`src/rtl/nn_sched_pkg.sv`:
```
// Shared types and defaults for the two-layer MLP scheduler: state encoding,
// layer_sel codes and the default layer dimensions.
package nn_sched_pkg;

  typedef enum logic [2:0] {
    ST_IDLE    = 3'd0,
    ST_L1_RUN  = 3'd1,
    ST_L1_BIAS = 3'd2,
    ST_L1_ACT  = 3'd3,
    ST_L2_RUN  = 3'd4,
    ST_L2_BIAS = 3'd5,
    ST_DONE    = 3'd6
  } sched_state_e;

  localparam logic [1:0] LAYER_IDLE = 2'd0;
  localparam logic [1:0] LAYER_L1   = 2'd1;
  localparam logic [1:0] LAYER_L2   = 2'd2;

  localparam int N_IN_DFLT  = 784;
  localparam int N_HID_DFLT = 32;

endpackage

```
`src/rtl/nn_row_counter.sv`:
```
// Row index counter: synchronous load-zero, count enable, and a terminal-count
// flag raised when the count equals the supplied last index (it then wraps to 0).
module nn_row_counter #(
  parameter int W = 10
) (
  input  logic         clk,
  input  logic         rst,
  input  logic         clr_i,
  input  logic         en_i,
  input  logic [W-1:0] last_i,
  output logic [W-1:0] cnt_o,
  output logic         tc_o
);

  logic [W-1:0] cnt_q;
  logic [W-1:0] cnt_d;

  assign tc_o  = (cnt_q == last_i);
  assign cnt_o = cnt_q;

  always_comb begin
    cnt_d = cnt_q;
    if (clr_i)     cnt_d = '0;
    else if (en_i) cnt_d = tc_o ? '0 : cnt_q + 1'b1;
  end

  // NOTE: clocked state uses non-blocking assignments so every flop samples
  // pre-edge values regardless of process ordering.
  always_ff @(posedge clk or negedge rst) begin
    if (!rst) cnt_q <= '0;
    else      cnt_q <= cnt_d;
  end

endmodule

```
`src/rtl/nn_layer_sched.sv`:
```
// Layer sequencer for the two-layer MLP: walks Layer 1 rows (stalling on the
// pixel stream) then Layer 2 rows, strobing accumulator/bias/activation controls.
// Optional SCHED_PERF_EN adds cycle and stall counters (cyc_cnt, stall_cnt).
module nn_layer_sched
  import nn_sched_pkg::*;
#(
  parameter int N_IN  = N_IN_DFLT,
  parameter int N_HID = N_HID_DFLT,
  parameter int ROW_W = 10
) (
  input  logic             clk,
  input  logic             rst,
  input  logic             start,
  input  logic             abort,
  input  logic             pix_valid,
  output logic             pix_ready,
  output logic [1:0]       layer_sel,
  output logic [ROW_W-1:0] row_idx,
  output logic             acc_clr,
  output logic             acc_en,
  output logic             bias_en,
  output logic             act_en,
  output logic             busy,
  output logic             done
`ifdef SCHED_PERF_EN
  ,
  output logic [15:0]      cyc_cnt,
  output logic [15:0]      stall_cnt
`endif
);

  sched_state_e state_q;
  sched_state_e state_d;

  logic             row_clr;
  logic             row_en;
  logic             row_tc;
  logic [ROW_W-1:0] row_last;

  // One counter serves both layers; its terminal index follows the active layer.
  assign row_last = (state_q == ST_L2_RUN) ? ROW_W'(N_HID - 1) : ROW_W'(N_IN - 1);
  assign row_clr  = (state_q == ST_IDLE) || abort;
  assign row_en   = ((state_q == ST_L1_RUN) && pix_valid) || (state_q == ST_L2_RUN);

  nn_row_counter #(.W(ROW_W)) u_row_cnt (
    .clk    (clk),
    .rst    (rst),
    .clr_i  (row_clr),
    .en_i   (row_en),
    .last_i (row_last),
    .cnt_o  (row_idx),
    .tc_o   (row_tc)
  );

  // NOTE: every signal written here gets a default first, so no path leaves
  // one unassigned and no latch is inferred.
  always_comb begin
    state_d   = state_q;
    layer_sel = LAYER_IDLE;
    pix_ready = 1'b0;
    acc_clr   = 1'b0;
    acc_en    = 1'b0;
    bias_en   = 1'b0;
    act_en    = 1'b0;
    done      = 1'b0;

    unique case (state_q)
      ST_IDLE: begin
        acc_clr = start;
        if (start) state_d = ST_L1_RUN;
      end
      ST_L1_RUN: begin
        layer_sel = LAYER_L1;
        pix_ready = 1'b1;
        acc_en    = pix_valid;
        if (pix_valid && row_tc) state_d = ST_L1_BIAS;
      end
      ST_L1_BIAS: begin
        layer_sel = LAYER_L1;
        bias_en   = 1'b1;
        state_d   = ST_L1_ACT;
      end
      ST_L1_ACT: begin
        act_en  = 1'b1;
        acc_clr = 1'b1;
        state_d = ST_L2_RUN;
      end
      ST_L2_RUN: begin
        layer_sel = LAYER_L2;
        acc_en    = 1'b1;
        if (row_tc) state_d = ST_L2_BIAS;
      end
      ST_L2_BIAS: begin
        layer_sel = LAYER_L2;
        bias_en   = 1'b1;
        state_d   = ST_DONE;
      end
      ST_DONE: begin
        done    = 1'b1;
        state_d = ST_IDLE;
      end
      default: state_d = ST_IDLE;
    endcase

    // Cancel wins over any transition decided above, including the last-row step.
    if (abort && (state_q != ST_IDLE)) state_d = ST_IDLE;
  end

  assign busy = (state_q != ST_IDLE);

  always_ff @(posedge clk or negedge rst) begin
    if (!rst) state_q <= ST_IDLE;
    else      state_q <= state_d;
  end

`ifdef SCHED_PERF_EN
  logic [15:0] cyc_cnt_q;
  logic [15:0] stall_cnt_q;
  logic        in_run;

  assign in_run = (state_q == ST_L1_RUN) || (state_q == ST_L1_BIAS) ||
                  (state_q == ST_L1_ACT) || (state_q == ST_L2_RUN)  ||
                  (state_q == ST_L2_BIAS);

  always_ff @(posedge clk or negedge rst) begin
    if (!rst) begin
      cyc_cnt_q   <= '0;
      stall_cnt_q <= '0;
    end else if ((state_q == ST_IDLE) && start) begin
      cyc_cnt_q   <= '0;
      stall_cnt_q <= '0;
    end else begin
      if (in_run && (cyc_cnt_q != 16'hFFFF))
        cyc_cnt_q <= cyc_cnt_q + 16'd1;
      if ((state_q == ST_L1_RUN) && !pix_valid && (stall_cnt_q != 16'hFFFF))
        stall_cnt_q <= stall_cnt_q + 16'd1;
    end
  end

  assign cyc_cnt   = cyc_cnt_q;
  assign stall_cnt = stall_cnt_q;
`endif

endmodule

```
`config.mk`:
```
export PLATFORM = sky130hd
export DESIGN_NAME = nn_layer_sched
export DESIGN_NICKNAME = d
export VERILOG_FILES = /design/src/rtl/nn_sched_pkg.sv /design/src/rtl/nn_row_counter.sv /design/src/rtl/nn_layer_sched.sv
export SDC_FILE = /design/constraint.sdc
export NUM_CORES = 1
export LEC_CHECK = 0
export ABC_AREA = 1
export BUFFER_PORTS_ARGS = -buffer_cell sky130_fd_sc_hd__buf_2
export CAP_MARGIN = 25
export CORE_MARGIN = 2
export CORE_UTILIZATION = 50
export CTS_CLUSTER_SIZE = 16
export DETAILED_ROUTE_END_ITERATION = 8
export GPL_TIMING_DRIVEN = 0
export PLACE_DENSITY_LB_ADDON = 0.05
export SKIP_CTS_REPAIR_TIMING = 1
export SLEW_MARGIN = 20
export SYNTH_ARGS = -nofsm -noshare
export SYNTH_HDL_FRONTEND = slang
export SYNTH_SLANG_ARGS = --single-unit
```
`constraint.sdc`:
```
create_clock -name clk -period 2.1 [get_ports clk]
set_input_delay 0.21 -clock clk [delete_from_list [all_inputs] [get_ports clk]]
set_output_delay 0.21 -clock clk [all_outputs]
set_load 0.05 [all_outputs]
```
==> run_results.csv <==
group,metric,value,unit
outcome,outcome,"completed",
placed_design,io_buffers,23,
cells_and_area,area_growth,20.7,%
clock_tree,clock-sinks,13,
logic_synthesis,syn_area_per_cell,7.03,um^2
floorplan,die_w,46.9,um
critical_path,path_class,"reg -> out",
timing,tightest_slew,0.307,ns
pwr,peakVddDrop,829,uV
route,wl_per_cell,10.8,um
timing,finalHoldViolCount,0,
timing,finalSetupViolCount,0,
timing,finalClockSkew,0.000921,ns
cells_and_area,antennaDiodeCount,0,
timing,period_needed,1.80,ns
logic_synthesis,netlist_area,921,um^2
timing,fin_crit_sh,85.7,%
pwr,p_switching,800,uW
route,drt_wl_total,1.98,mm
route,via_per_inst,4.96,
clock_tree,cts_buffers,3,
floorplan,core_region_area,1730,um^2
floorplan,dieHeight,46.9,um
logic_synthesis,yosys.area.top_type,"dfrtp_1",
pwr,p_seq_share,22.6,%
global_route,grt_usage,20.0,%
placed_design,dpl.hpwl,1.61,mm
critical_path,required,1.89,ns
cells_and_area,n_fill_cell,179,
logic_synthesis,syn-num-nets,137,
floorplan,floorplan.rows,15,
critical_path,cp_max_fo,5,
clock_tree,clk_pin_slew,0.08,ns
clock_tree,cts_tree,"done",
floorplan,dieArea,2200,um^2
cells_and_area,fin_nets,166,
pwr,pwr-share-clk,11.2,%
clock_tree,cts_max_level,1,
global_route,antenna_found_initial,0,
flow_run,maxCapViolCount,0,
pwr,swShare,57.3,%
placed_design,gp_congestion,0.858,
timing,rsz0062_at_grt,"no",
logic_synthesis,synthSimpleGateAreaFrac,39.1,%
pwr,power_density,1260,nW/um^2
logic_synthesis,synthFlopType,"dfrtp_1",
hold_path,hp-class,"in -> reg",
logic_synthesis,synth_xor_area_share,0.951,%
logic_synthesis,synthMuxAreaShare,0,%
logic_synthesis,ys_ff_latch,13,
clock_tree,cts.root.buffer_cell,"clkbuf_4",
cells_and_area,fin_area,1110,um^2
pwr,power.share.combinational,66.2,%
route,drc,0,
global_route,overflow,0,
logic_synthesis,synthAdderAreaFrac,1.36,%
route,drt_iter0_drc,29,
logic_synthesis,yosys_warnings,0,
global_route,grt_max_degree,14,
route,dr.pass1.iters,4,
global_route,grt_pass1_wl,3.09,mm
critical_path,start_kind,"register",
logic_synthesis,synth_cells,131,
placed_design,place_area,1070,um^2
timing,slew_viol_final,0,
logic_synthesis,synth_compound_area_share,10.2,%
timing,fin_setup_tns,0,ns
pwr,p_leak,0.000675,uW
logic_synthesis,synth_edf_count,0,
cells_and_area,drive_gt1_share,27.7,%
timing,fin_hold_ws,0.210,ns
logic_synthesis,ys_types,28,
global_route,grt_pass1_vias,748,
clock_tree,clock_latency,0.28,ns
logic_synthesis,synth_seq_area_share,35.3,%
timing,fmax,556,MHz
logic_synthesis,synth_top_family_by_area,"simple AND/OR/NAND/NOR gates",
pwr,p_int,597,uW
floorplan,initial_utilization,53.3,%
floorplan,pin_count,24,
route,antenna_left,0,
critical_path,critPathArrivalTime,1.59,ns
critical_path,end_kind,"output port",
clock_tree,cts_buffer_depth,2,
logic_synthesis,netlist.area_leader.share,35.3,%
route,vias,913,
logic_synthesis,synth_area_leaders,"dfrtp_1, nand2_1, inv_1",
logic_synthesis,synthArstFlopShare,100,%
timing,relSlewSlack,79.5,%
-- per-stage QoR --
stage	total power (uW)	setup WS, ns	util [%]	instances
floorplan	1070	0.121	-	131
global placement	1240	0.613	62.2	179
detailed placement	1250	0.609	62.2	179
CTS	1410	0.298	63.8	183
global route	1490	0.198	64.3	184
finish	1400	0.301	64.3	184
-- layout make-up --
class	count	area (um^2)	area share [%]
well taps	25	31.3	2.82
flip-flops and latches	13	325	29.3
plain buffers	2	18.8	1.69
inverters	27	101	9.12
repair buffers	24	125	11.3
multi-input cells	89	483	43.5
clock buffers	4	26.3	2.36
-- synth_stat cells (all sizes together) (2+ instances only) --
cell type and number:
a21oi 4, buf 2, dfrtp 13, inv 26, nand2 34, nand3 15, nor2 16, nor3 4
o21ai 7
-- worst paths after layout --
check | start | to | slack, ns | cells past startpoint
worst max-delay path | state_q[1] | acc_en | 0.30 | 6
worst min-delay path | abort | state_q[1] | 0.21 | 2
worst max register to register | state_q[2] | u_row_cnt.cnt_o[9] | 0.59 | 10
worst min register to register | u_row_cnt.cnt_o[1] | u_row_cnt.cnt_o[1] | 0.55 | 2
max in group asynchronous | rst | u_row_cnt.cnt_o[7] | 1.51 | 2
min in group asynchronous | rst | state_q[2] | 0.36 | 2
-- worst max-delay path: stages, from the launching register on --
cell,delay (ns)
dfrtp_1,0.43
inv_2,0.12
nand2_2,0.07
nor2_2,0.12
nand2_2,0.09
nand2_1,0.17
buf_2,0.30
-- cells by family (layout without fill, tap and decap cells) --
kind of cell | count (synthesis) | after routing
and+or+nand+nor | 71 | 71
adders and majority gates | 1 | 1
AOI/OAI and AO/OA | 16 | 16
xor gates and xnor gates | 1 | 1
buffers and inverters | 29 | 57
DFF | 13 | 13
-- cells in the final DEF, fill, tap and decap left out, types with 3 or more instances in the layout --
cell	count
nand2_1	29
buf_2	23
inv_1	22
nor2_1	13
nand3_1	13
dfrtp_1	13
inv_2	4
nand2_2	4
a21oi_1	4
o21ai_1	4
nor3_1	3
o21ai_0	3
clkbuf_4	3
-- sequential cells by signal, summed over array words and instances, names as in the netlist --
register / flops
u_row_cnt.cnt_o: 10
state_q: 3
-- layer usage --
layer | share of wire (%) | wire (um) | vias to the layer above | track usage [%]
met1 | 49 | 965 | 399 | 28.6
met5 | 0 | 0 | - | 0
met2 | 44 | 866 | 34 | 29.9
met4 | 1.9 | 37 | 0 | 8.33
met3 | 5.8 | 115 | 5 | 3.46
li1 | - | - | 475 | -
-- power groups by stage --
stage | clock (uW) | sequential [uW] | combinational [uW]
5_1_grt | 168 | 320 | 1010
2_1_floorplan | 0 | 353 | 719
3_5_place_dp | 0 | 320 | 926
4_1_cts | 163 | 315 | 928
6_report | 156 | 315 | 925
3_3_place_gp | 0 | 319 | 917
Power figures use the tool's default switching activity.
